--- src/rtl/decode_pkg.sv ---
// +--------------------------------------------------------------------------+
// | decode_pkg: shared geometry, opcode map and decoded bundle for decode.    |
// | Rev 1.0                                                                  |
// +--------------------------------------------------------------------------+
`default_nettype none

package decode_pkg;

  localparam int DEC_INSTR_W      = 32;
  localparam int DEC_FIELD_W      = 8;
  localparam int DEC_REG_ADDR_W   = 3;
  localparam int DEC_OFFSET_W     = 32;
  localparam int DEC_OFFSET_SHIFT = 2;
  localparam int DEC_PC_W         = 32;

  // Bit position of the low end of each byte field in the instruction word.
  localparam int OPCODE_LSB = 3 * DEC_FIELD_W;
  localparam int DEST_LSB   = 2 * DEC_FIELD_W;
  localparam int SRC1_LSB   = 1 * DEC_FIELD_W;
  localparam int SRC2_LSB   = 0;

  localparam logic [DEC_FIELD_W-1:0] OP_LOADI = 8'd0;
  localparam logic [DEC_FIELD_W-1:0] OP_MOV   = 8'd1;
  localparam logic [DEC_FIELD_W-1:0] OP_ADD   = 8'd2;
  localparam logic [DEC_FIELD_W-1:0] OP_SUB   = 8'd3;
  localparam logic [DEC_FIELD_W-1:0] OP_AND   = 8'd4;
  localparam logic [DEC_FIELD_W-1:0] OP_OR    = 8'd5;
  localparam logic [DEC_FIELD_W-1:0] OP_J     = 8'd6;
  localparam logic [DEC_FIELD_W-1:0] OP_BEQ   = 8'd7;
  localparam logic [DEC_FIELD_W-1:0] OP_BNE   = 8'd8;
  localparam logic [DEC_FIELD_W-1:0] OP_SLL   = 8'd9;
  localparam logic [DEC_FIELD_W-1:0] OP_LWD   = 8'd10;
  localparam logic [DEC_FIELD_W-1:0] OP_SWD   = 8'd11;

  localparam int DEC_NUM_OPCODES = int'(OP_SWD) + 1;

  typedef struct packed {
    logic [DEC_FIELD_W-1:0]    opcode;
    logic [DEC_REG_ADDR_W-1:0] writereg;
    logic [DEC_REG_ADDR_W-1:0] readreg1;
    logic [DEC_REG_ADDR_W-1:0] readreg2;
    logic [DEC_FIELD_W-1:0]    immediate;
    logic [DEC_OFFSET_W-1:0]   offset;
    logic [DEC_PC_W-1:0]       pc;
    logic                      illegal;
  } decoded_t;

endpackage

`default_nettype wire

--- src/rtl/decode_fields.sv ---
// +--------------------------------------------------------------------------+
// | decode_fields: combinational field split, offset sign-extend, illegal.   |
// | Rev 1.0                                                                  |
// +--------------------------------------------------------------------------+
`default_nettype none

module decode_fields
  import decode_pkg::*;
#(
  parameter int INSTR_W      = DEC_INSTR_W,
  parameter int FIELD_W      = DEC_FIELD_W,
  parameter int REG_ADDR_W   = DEC_REG_ADDR_W,
  parameter int OFFSET_W     = DEC_OFFSET_W,
  parameter int OFFSET_SHIFT = DEC_OFFSET_SHIFT,
  parameter int NUM_OPCODES  = DEC_NUM_OPCODES,
  parameter int PC_W         = DEC_PC_W
) (
  input  logic [INSTR_W-1:0] i_instr,
  input  logic [PC_W-1:0]    i_pc,
  output decoded_t           o_fields
);

  localparam logic [FIELD_W:0] OPCODE_LIMIT = (FIELD_W+1)'(NUM_OPCODES);

  logic [FIELD_W-1:0]  opcode;
  logic [FIELD_W-1:0]  offset_field;
  logic [OFFSET_W-1:0] offset_ext;

  always_comb begin
    opcode       = i_instr[OPCODE_LSB +: FIELD_W];
    offset_field = i_instr[DEST_LSB +: FIELD_W];
    offset_ext   = {{(OFFSET_W-FIELD_W){offset_field[FIELD_W-1]}}, offset_field};

    o_fields           = '0;
    o_fields.opcode    = opcode;
    o_fields.writereg  = i_instr[DEST_LSB +: REG_ADDR_W];
    o_fields.readreg1  = i_instr[SRC1_LSB +: REG_ADDR_W];
    o_fields.readreg2  = i_instr[SRC2_LSB +: REG_ADDR_W];
    o_fields.immediate = i_instr[SRC2_LSB +: FIELD_W];
    o_fields.offset    = offset_ext << OFFSET_SHIFT;
    o_fields.pc        = i_pc;
    // Illegal words still flow through; the consumer owns the trap.
    o_fields.illegal   = ({1'b0, opcode} >= OPCODE_LIMIT);
  end

endmodule

`default_nettype wire

--- src/rtl/instruction_decode_stage.sv ---
// +--------------------------------------------------------------------------+
// | instruction_decode_stage: registered decode with valid/ready skid buffer. |
// | Rev 1.0                                                                  |
// +--------------------------------------------------------------------------+
`default_nettype none

module instruction_decode_stage
  import decode_pkg::*;
#(
  parameter int INSTR_W      = DEC_INSTR_W,
  parameter int FIELD_W      = DEC_FIELD_W,
  parameter int REG_ADDR_W   = DEC_REG_ADDR_W,
  parameter int OFFSET_W     = DEC_OFFSET_W,
  parameter int OFFSET_SHIFT = DEC_OFFSET_SHIFT,
  parameter int NUM_OPCODES  = DEC_NUM_OPCODES,
  parameter int PC_W         = DEC_PC_W
) (
  input  logic                  CLK,
  input  logic                  RESET,
  input  logic                  FLUSH,
  input  logic                  IN_VALID,
  output logic                  IN_READY,
  input  logic [INSTR_W-1:0]    INSTRUCTION,
  input  logic [PC_W-1:0]       IN_PC,
  output logic                  OUT_VALID,
  input  logic                  OUT_READY,
  output logic [FIELD_W-1:0]    OPCODE,
  output logic [REG_ADDR_W-1:0] WRITEREG,
  output logic [REG_ADDR_W-1:0] READREG1,
  output logic [REG_ADDR_W-1:0] READREG2,
  output logic [FIELD_W-1:0]    IMMEDIATE,
  output logic [OFFSET_W-1:0]   OFFSET,
  output logic [PC_W-1:0]       OUT_PC,
  output logic                  ILLEGAL
);

  decoded_t main_q, main_d;
  decoded_t skid_q, skid_d;
  logic     main_valid_q, main_valid_d;
  logic     skid_valid_q, skid_valid_d;
  decoded_t decoded;
  logic     in_xfer;
  logic     out_xfer;

  decode_fields #(
    .INSTR_W      (INSTR_W),
    .FIELD_W      (FIELD_W),
    .REG_ADDR_W   (REG_ADDR_W),
    .OFFSET_W     (OFFSET_W),
    .OFFSET_SHIFT (OFFSET_SHIFT),
    .NUM_OPCODES  (NUM_OPCODES),
    .PC_W         (PC_W)
  ) u_decode_fields (
    .i_instr  (INSTRUCTION),
    .i_pc     (IN_PC),
    .o_fields (decoded)
  );

  // Ready depends only on the skid flop, so no combinational path from OUT_READY.
  assign IN_READY = ~skid_valid_q & ~RESET;
  assign in_xfer  = IN_VALID & IN_READY;
  assign out_xfer = main_valid_q & OUT_READY;

  always_comb begin
    main_d       = main_q;
    skid_d       = skid_q;
    main_valid_d = main_valid_q;
    skid_valid_d = skid_valid_q;

    if (FLUSH) begin
      main_valid_d = 1'b0;
      skid_valid_d = 1'b0;
    end else begin
      if (out_xfer) begin
        if (skid_valid_q) begin
          main_d       = skid_q;
          skid_valid_d = 1'b0;
        end else begin
          main_valid_d = 1'b0;
        end
      end
      if (in_xfer) begin
        if (!main_valid_q || out_xfer) begin
          main_d       = decoded;
          main_valid_d = 1'b1;
        end else begin
          skid_d       = decoded;
          skid_valid_d = 1'b1;
        end
      end
    end
  end

  always_ff @(posedge CLK) begin
    if (RESET) begin
      main_q       <= '0;
      skid_q       <= '0;
      main_valid_q <= 1'b0;
      skid_valid_q <= 1'b0;
    end else begin
      main_q       <= main_d;
      skid_q       <= skid_d;
      main_valid_q <= main_valid_d;
      skid_valid_q <= skid_valid_d;
    end
  end

  assign OUT_VALID = main_valid_q;
  assign OPCODE    = main_q.opcode;
  assign WRITEREG  = main_q.writereg;
  assign READREG1  = main_q.readreg1;
  assign READREG2  = main_q.readreg2;
  assign IMMEDIATE = main_q.immediate;
  assign OFFSET    = main_q.offset;
  assign OUT_PC    = main_q.pc;
  assign ILLEGAL   = main_q.illegal;

endmodule

`default_nettype wire
--- config.mk ---
export PLATFORM = sky130hd
export DESIGN_NAME = instruction_decode_stage
export DESIGN_NICKNAME = d
export VERILOG_FILES = /design/src/rtl/decode_pkg.sv /design/src/rtl/decode_fields.sv /design/src/rtl/instruction_decode_stage.sv
export SDC_FILE = /design/constraint.sdc
export NUM_CORES = 1
export LEC_CHECK = 0
export ABC_AREA = 1
export CELL_PAD_IN_SITES_DETAIL_PLACEMENT = 0
export CELL_PAD_IN_SITES_GLOBAL_PLACEMENT = 1
export CORE_MARGIN = 2
export CORE_UTILIZATION = 37
export DETAILED_ROUTE_END_ITERATION = 8
export GPL_ROUTABILITY_DRIVEN = 0
export PLACE_DENSITY_LB_ADDON = 0.1
export SYNTH_ARGS = -nofsm -noshare
export SYNTH_HDL_FRONTEND = slang
export SYNTH_SLANG_ARGS = --single-unit
--- constraint.sdc ---
create_clock -name CLK -period 2.4 [get_ports CLK]
set_clock_uncertainty 0.2 [all_clocks]
set_input_delay 0.48 -clock CLK [delete_from_list [all_inputs] [get_ports CLK]]
set_output_delay 0.48 -clock CLK [all_outputs]
set_load 0.05 [all_outputs]
==> out/qor.txt, run 1 <==
First-pass GRT wire length -> 27.46 mm
Fmax -> 0.4310 GHz
Synth area leaders -> dfxtp_1 49%, nand2_1 16%, nor2_1 7.7%, a21oi_1 7.0%, o21ai_0 4.9%
DIE WIDTH -> 134.0 um
CP required -> 1720 ps
Fin Hold WS -> 239.6 ps
CTS tree -> built
# DRC -> 0
Fin. max-slew vios -> 0
Cell Area, Synth -> 6256 um^2
CP peak stage delay -> 840 ps
Post-synth EDFFs -> 0
Outcome -> completed
Total track usage -> 0.1897
Seq pwr share -> 0.440
Max FO, Critical Path -> 4
Setup Fix Bufs, Post-CTS -> 0
Share of cells above drive strength 1 -> 0.06635
Worst slew pin tran -> 569.5 ps
Row count -> 47
Maximum capacitance violations -> 0
Ys async rst share -> 0
RSZ-0062 raised after global routing -> no
Seq/Total Area, Yosys -> 0.4864
Clk_lat worst skew -> 420 ps
Die area -> 17960 um^2
YS warnings -> 0
Root Buffer Master -> clkbuf_16
Setup TNS -> 0 ps
PortBufs -> 155
Grt ovf -> 0
Power share of the clock group -> 0.407
Post-Route Utilization -> 0.5245
Largest net degree at the start of global routing -> 69
Tcrit/Tclk final -> 0.9668
Initial antenna violation count -> 0
Synth Instances -> 904
Vias in the first global route -> 5379
Critical-path cell list -> clkdlybuf4s50_1
Crit start category -> flop
Slew headroom -> 0.6191
Vias/cell -> 4.661
Antenna Nets Post-Route -> 0
Setup WS post-layout -> 79.76 ps
Fin nets -> 1111
CP max stage cell -> clkdlybuf4s50_1
Final hold vios -> 0
Sw Share -> 0.2827
Core box area -> 16580 um^2
Worst path bufs/invs -> 1
Leading area contributor after synthesis -> dfxtp_1
Post-cts hold buffer count -> 0
Post-route minimum period -> 2320 ps
Initial Utilization -> 0.3772
Int Pwr -> 4.304 mW
Setup crit end kind -> output pin
Post-synth net total -> 973
DR vias -> 5943
WL final -> 16.56 mm
Dpl hpwl -> 10.36 mm
Initial DRC Count -> 410
CTS H-Tree Depth -> 4
Final setup viols -> 0
Distinct cells, synth -> 21
Clk buf depth -> 2
CP top delay family -> buffers and inverters
Post-cts repair resize count -> 0
Synthesis-to-finish area growth -> 39.04%
Synth top cells by count -> 268 x nand2_1, 152 x dfxtp_1, 128 x nor2_1, 87 x a21oi_1, 65 x inv_1
PwrDens -> 689.7 nW/um^2
Max VDD drop -> 0.0004885 V
FF+latch count, synth -> 152
CP Class -> flop to output pin
Post-synth top area share -> 0.4864
Antenna cells -> 0
Gate power share -> 0.153
Leakage -> 3.465 nW
Syn avg cell area -> 6.920 um^2
Height of the die -> 134.0 um
HP Class -> flop to flop
Most used DFF post-synth -> dfxtp_1
Clock transition at path regs -> 60 ps
Place WS -> 54.06 ps
Crit path DAT -> 1640 ps
Num CTS Buffers -> 17
Io pins -> 161
Clock sink count -> 152
Drt wl/cell -> 12.99 um
Drt first pass iters -> 5
Most common cell in the netlist -> nand2_1
Psw -> 1.696 mW
-- power by group through the flow --
| stage | combinational (mW) | sequential (mW) | clock, mW |
|---|---|---|---|
| after floorplan | 0.291 | 2.95 | 0 |
| after global placement | 0.924 | 2.70 | 0 |
| after detailed placement | 0.921 | 2.70 | 0 |
| after CTS | 0.925 | 2.64 | 2.51 |
| after global routing | 0.992 | 2.65 | 2.61 |
| final | 0.916 | 2.64 | 2.44 |
-- cell usage in the layout (no fill, tap or decap), drive strengths merged --
cell / Yosys / final
nand2: 270 / 270
clkdlybuf4s50: 0 / 154
dfxtp: 152 / 152
nor2: 130 / 130
a21oi: 87 / 87
inv: 68 / 69
o21ai: 61 / 61
nand3: 61 / 61
buf: 41 / 28
clkbuf: 22 / 18
clkinv: 2 / 9
nand4: 8 / 8
clkinvlp: 0 / 6
a31oi: 1 / 1
a32oi: 1 / 1
-- final timing paths --
kind	start	endpoint	slack [ps]	cells after the start
max	OUT_VALID	OUT_VALID	80	1
max reg2reg	OUT_VALID	skid_q[14]	700	6
min reg2reg	OFFSET[1]	OFFSET[1]	240	2
min	OFFSET[1]	OFFSET[1]	240	2
-- worst reg2reg max path: stages (launching register included) --
cell and delay (ps):
dfxtp_1 380, inv_1 50, nor2_1 130, nand4_1 150, buf_4 310, o21ai_0 280, a21oi_1 60
-- per-layer routing --
layer  routed length, um  global-route usage  vias up
li1                    -                   -     3113
met1                7976              0.2518     2690
met2                7338              0.2943      129
met3                1047             0.06387       11
met4                 196             0.05614        0
met5                   0                   0        -
-- cell type report --
cell class / instances / area (um^2)
clock buffer: 18 / 439.2
tap: 220 / 275.3
inverter: 70 / 265.3
multi-input combinational: 619 / 2645
sequential: 152 / 3043
fill: 1700 / 7885
clock inverter: 14 / 103.9
timing repair buffer: 182 / 1927
-- sequential cells by signal, indices dropped and copies added (netlist names), 3 cells and up --
name       cells
READREG2       3
OUT_PC        32
IMMEDIATE      8
OFFSET        32
skid_q        60
READREG1       3
OPCODE         8
WRITEREG       3
-- logic make-up (layout without fill, tap and decap cells) --
group | count (synthesis) | after routing | synth area share
AOI/OAI and AO/OA | 150 | 150 | 0.1208
buffers and inverters | 133 | 284 | 0.09080
DFF | 152 | 152 | 0.4864
and+or+nand+nor | 469 | 469 | 0.3020
-- through the flow --
step                      instance area (um^2)  total power [mW]  instances
final                                     8698             5.999       1275
after global routing                      8698             6.255       1275
after CTS                                 8698             6.083       1275
after detailed placement                  8155             3.620       1243
after global placement                    8155             3.620       1243
after floorplan                           6256             3.245        904
Power figures use the tool's default switching activity.
==> run 2: changes to the inputs <==
--- a/config.mk
+++ b/config.mk
@@ -8,11 +8,11 @@
 export ABC_AREA = 1
 export CELL_PAD_IN_SITES_DETAIL_PLACEMENT = 0
 export CELL_PAD_IN_SITES_GLOBAL_PLACEMENT = 1
-export CORE_MARGIN = 2
 export CORE_UTILIZATION = 37
 export DETAILED_ROUTE_END_ITERATION = 8
 export GPL_ROUTABILITY_DRIVEN = 0
 export PLACE_DENSITY_LB_ADDON = 0.1
+export SKIP_LAST_GASP = 1
 export SYNTH_ARGS = -nofsm -noshare
 export SYNTH_HDL_FRONTEND = slang
 export SYNTH_SLANG_ARGS = --single-unit
==> out/qor.txt, run 2 (synthesis gave the netlist of run 1 again) <==
Clk buf depth -> 2
Vias in the first global route -> 5285
CP Class -> flop to output pin
Post-cts repair resize count -> 0
Drt wl/cell -> 12.68 um
CP top delay family -> buffers and inverters
Post-cts hold buffer count -> 0
Reg2reg end -> ILLEGAL
Row count -> 47
Final hold vios -> 0
Largest Register -> skid_q
WHS Endpoint -> OFFSET[1]
CTS H-Tree Depth -> 4
# DRC -> 0
Largest register FFs -> 60
Maximum capacitance violations -> 0
Core box area -> 16520 um^2
Power share of the clock group -> 0.430
Overall power -> 6.230 mW
Crit path DAT -> 1640 ps
Setup crit end kind -> output pin
RR Startpoint -> OUT_VALID
Worst slew pin tran -> 562.4 ps
FILL cells -> 1661
Vias/cell -> 4.544
Slew headroom -> 0.6239
Root Buffer Master -> clkbuf_16
Clock transition at path regs -> 60 ps
Clock sink count -> 152
Final setup viols -> 0
PortBufs -> 155
WL final -> 16.15 mm
RSZ-0062 raised after global routing -> no
Psw -> 1.633 mW
Fin. max-slew vios -> 0
Clk_lat worst skew -> 410 ps
DR vias -> 5785
Hold depth -> 2
First-pass GRT wire length -> 26.54 mm
Grt ovf -> 0
Leading cell type in the layout, fill and taps excluded -> nand2_1
Height of the die -> 132.0 um
Fmax -> 0.4317 GHz
CP peak stage delay -> 850 ps
Int Pwr -> 4.598 mW
Antenna cells -> 0
Initial DRC Count -> 281
Die area -> 17430 um^2
Outcome -> completed
Register-to-register setup slack -> 690 ps
Most frequent cells in the layout -> 268 x nand2_1, 154 x clkdlybuf4s50_1, 152 x dfxtp_1
Dpl hpwl -> 10.15 mm
DIE WIDTH -> 132.0 um
Crit start category -> flop
Share of cells above drive strength 1 -> 0.06458
Leakage -> 3.476 nW
Synthesis-to-finish area growth -> 39.24%
Worst R2R Path Depth -> 9
Post-route minimum period -> 2316 ps
Gate power share -> 0.146
Max VDD drop -> 0.0004857 V
CTS tree -> built
Initial antenna violation count -> 0
Antenna Nets Post-Route -> 0
Hold_sp -> OFFSET[1]
Initial Utilization -> 0.3786
Seq pwr share -> 0.424
CP required -> 1720 ps
Worst path bufs/invs -> 1
Drt first pass iters -> 5
Multi-input gate area -> 2645 um^2
Tcrit/Tclk final -> 0.9651
Io pins -> 161
Setup Fix Bufs, Post-CTS -> 0
Fin nets -> 1111
PwrDens -> 715.2 nW/um^2
Sw Share -> 0.2620
Largest net degree at the start of global routing -> 64
Max FO, Critical Path -> 4
Setup TNS -> 0 ps
CP max stage cell -> clkdlybuf4s50_1
Num CTS Buffers -> 17
Critical-path cell list -> clkdlybuf4s50_1
HP Class -> flop to flop
Reg area -> 3043 um^2
Total track usage -> 0.1898
run 2: cell count changes in the layout (fill, tap and decap cells not counted):
cell / previous run / this run
clkinv_2: 5 / 4
clkinv_4: 4 / 1
inv_6: 1 / 0
buf_4: 14 / 17
buf_12: 14 / 11
bufinv_16: 0 / 3
run 2: worst max path at each step:
stage	startpoint	to	cells after the start
2_1_floorplan	OUT_VALID	IMMEDIATE[3]	8
6_report	OUT_VALID	OUT_VALID	1
4_1_cts	OUT_VALID	OUT_VALID	1
5_1_grt	OUT_VALID	OUT_VALID	1
3_5_place_dp	RESET	skid_q[19]	6
3_3_place_gp	OUT_READY	ILLEGAL	10
run 2: final cells by class:
type | count | area share
clock buffer | 18 | 0.05042
sequential | 152 | 0.3493
multi-input combinational | 619 | 0.3036
timing repair buffer | 182 | 0.2169
clock inverter | 12 | 0.01767
tap | 220 | 0.03160
inverter | 70 | 0.03045
run 2: layer usage:
layer  global-route usage  up-vias  part of all wire
li1                     -     3106                 -
met3              0.05882        4             0.064
met1               0.2506     2549              0.48
met2               0.2937      126              0.45
met4              0.06266        0            0.0053
met5                    0        -                 0
run 2: per-stage QoR:
step,utilization,setup WS [ps],hold slack (ps),instance area (um^2),cells
3_5_place_dp,0.4913,54.50,239.3,8118,1243
3_3_place_gp,0.4913,74.34,235.6,8118,1243
4_1_cts,0.5271,44.15,248.4,8711,1273
6_report,0.5271,83.78,245.5,8711,1273
5_1_grt,0.5271,18.35,270.3,8711,1273
2_1_floorplan,-,460.6,229.7,6256,904
run 2: power by group through the flow:
stage	logic (mW)	clock network, mW	registers (mW)
final	0.907	2.68	2.64
after global routing	0.983	2.86	2.65
after CTS	0.917	2.76	2.64
after detailed placement	0.914	0	2.70
after global placement	0.916	0	2.70
after floorplan	0.291	0	2.95
==> run 3: changes to the inputs <==
==> constraint.sdc (replaced) <==
create_clock -name CLK -period 2.71 [get_ports CLK]
set_clock_uncertainty 0.2 [all_clocks]
set_input_delay 0.542 -clock CLK [delete_from_list [all_inputs] [get_ports CLK]]
set_output_delay 0.542 -clock CLK [all_outputs]
set_load 0.05 [all_outputs]
==> out/qor.txt, run 3 (synthesis gave the netlist of run 1 again) <==
Vias/cell -> 4.630
Io pins -> 161
RSZ-0062 raised after global routing -> no
Fmax -> 0.4180 GHz
CTS tree -> built
Int Pwr -> 4.172 mW
Share of cells above drive strength 1 -> 0.06190
Largest Register -> skid_q
RR Startpoint -> skid_valid_q
Antenna cells -> 0
Clock sink count -> 152
Drt first pass iters -> 4
CTS H-Tree Depth -> 4
Sw Share -> 0.2628
Drt wl/cell -> 12.83 um
Worst slew pin tran -> 565.6 ps
Setup crit end kind -> output pin
PortBufs -> 155
Synthesis-to-finish area growth -> 38.20%
Antenna Nets Post-Route -> 0
Most frequent cells in the layout -> 268 x nand2_1, 154 x clkdlybuf4s50_1, 152 x dfxtp_1
Met1 Use GR -> 0.2532
Total track usage -> 0.1937
Critical-path cell list -> clkdlybuf4s50_1 -> nor2_4 -> buf_4 -> buf_12
# DRC -> 0
Most used routing layer -> met2
Grt ovf -> 0
Post-cts repair resize count -> 0
Height of the die -> 132.0 um
Slew headroom -> 0.6218
Worst setup path startpoint -> RESET
Power share of the clock group -> 0.447
Psw -> 1.488 mW
Clk_lat worst skew -> 420 ps
Gate power share -> 0.139
Reg2reg end -> OUT_PC[6]
Register-to-register setup slack -> 860 ps
Setup WS post-layout -> 317.9 ps
Hold_sp -> OFFSET[1]
CP peak stage delay -> 480 ps
Maximum capacitance violations -> 0
Max FO, Critical Path -> 9
Dpl hpwl -> 9.952 mm
Seq pwr share -> 0.413
WHS Endpoint -> OFFSET[1]
Fin nets -> 1107
M2 GR Usage -> 0.3069
Post-route minimum period -> 2392 ps
HP Class -> flop to flop
Fin. max-slew vios -> 0
Leading cell type in the layout, fill and taps excluded -> nand2_1
Crit start category -> primary input
Leakage -> 3.454 nW
Place WS -> 112.3 ps
Final setup viols -> 0
Global routing usage on met3 -> 0.06036
Post-Route Utilization -> 0.5232
DR vias -> 5880
Row count -> 47
Crit path DAT -> 1650 ps
Setup TNS -> 0 ps
CP required -> 1970 ps
WL final -> 16.30 mm
DIE WIDTH -> 132.0 um
Overall power -> 5.660 mW
Clock transition at path regs -> 60 ps
Final hold vios -> 0
Initial antenna violation count -> 0
Clk buf depth -> 2
Post-cts hold buffer count -> 0
Die area -> 17430 um^2
Hold depth -> 2
Root Buffer Master -> clkbuf_16
Tcrit/Tclk final -> 0.8827
Largest net degree at the start of global routing -> 117
Vias in the first global route -> 5445
Max VDD drop -> 0.0004628 V
Outcome -> completed
Setup Fix Bufs, Post-CTS -> 0
First-pass GRT wire length -> 27.32 mm
Core box area -> 16520 um^2
CP Class -> primary input to output pin
Num CTS Buffers -> 17
Worst R2R Path Depth -> 8
CP max stage cell -> clkdlybuf4s50_1
PwrDens -> 654.7 nW/um^2
Initial Utilization -> 0.3786
Largest register FFs -> 60
Initial DRC Count -> 337
-- run 3: cell type report --
type,count,area (um^2)
Fill cell,1685,7879
Clock inverter,13,193.9
Multi-Input combinational cell,619,2645
Clock buffer,18,439.2
Inverter,70,265.3
Timing Repair Buffer,178,1784
Tap cell,220,275.3
Sequential cell,152,3043
-- run 3: metrics by stage --
stage | std cells | cell area, um^2 | hold WS (ps)
floorplan | 904 | 6256 | 229.7
global placement | 1239 | 8013 | 232.8
detailed placement | 1239 | 8013 | 233.3
CTS | 1270 | 8646 | 243.2
global route | 1270 | 8646 | 263.9
finish | 1270 | 8646 | 242.6
-- run 3: worst max-delay path by stage --
| stage | cells past startpoint | to | slack, ps |
|---|---|---|---|
| after global placement | 9 | OUT_PC[6] | 120 |
| after floorplan | 8 | IMMEDIATE[3] | 770 |
| final | 4 | IN_READY | 320 |
| after CTS | 1 | OUT_VALID | 300 |
| after detailed placement | 9 | OPCODE[1] | 110 |
| after global routing | 1 | OUT_VALID | 250 |
-- run 3: power by group through the flow --
stage                     clock network, mW  registers, mW  logic [mW]
after floorplan                           0           2.62       0.257
after global placement                    0           2.39       0.798
after detailed placement                  0           2.39       0.794
after CTS                              2.60           2.34       0.798
after global routing                   2.71           2.35       0.853
final                                  2.53           2.34       0.789
-- run 3: critical path, delay by kind of cell --
kind	cells	cell delay, ps
and+or+nand+nor	1	290
buffers and inverters	3	830
-- run 3: metal layers --
layer,vias to the layer above,routed length (um)
met5,-,0
met4,0,174
met3,11,1018
met2,114,7295
met1,2649,7807
li1,3106,-
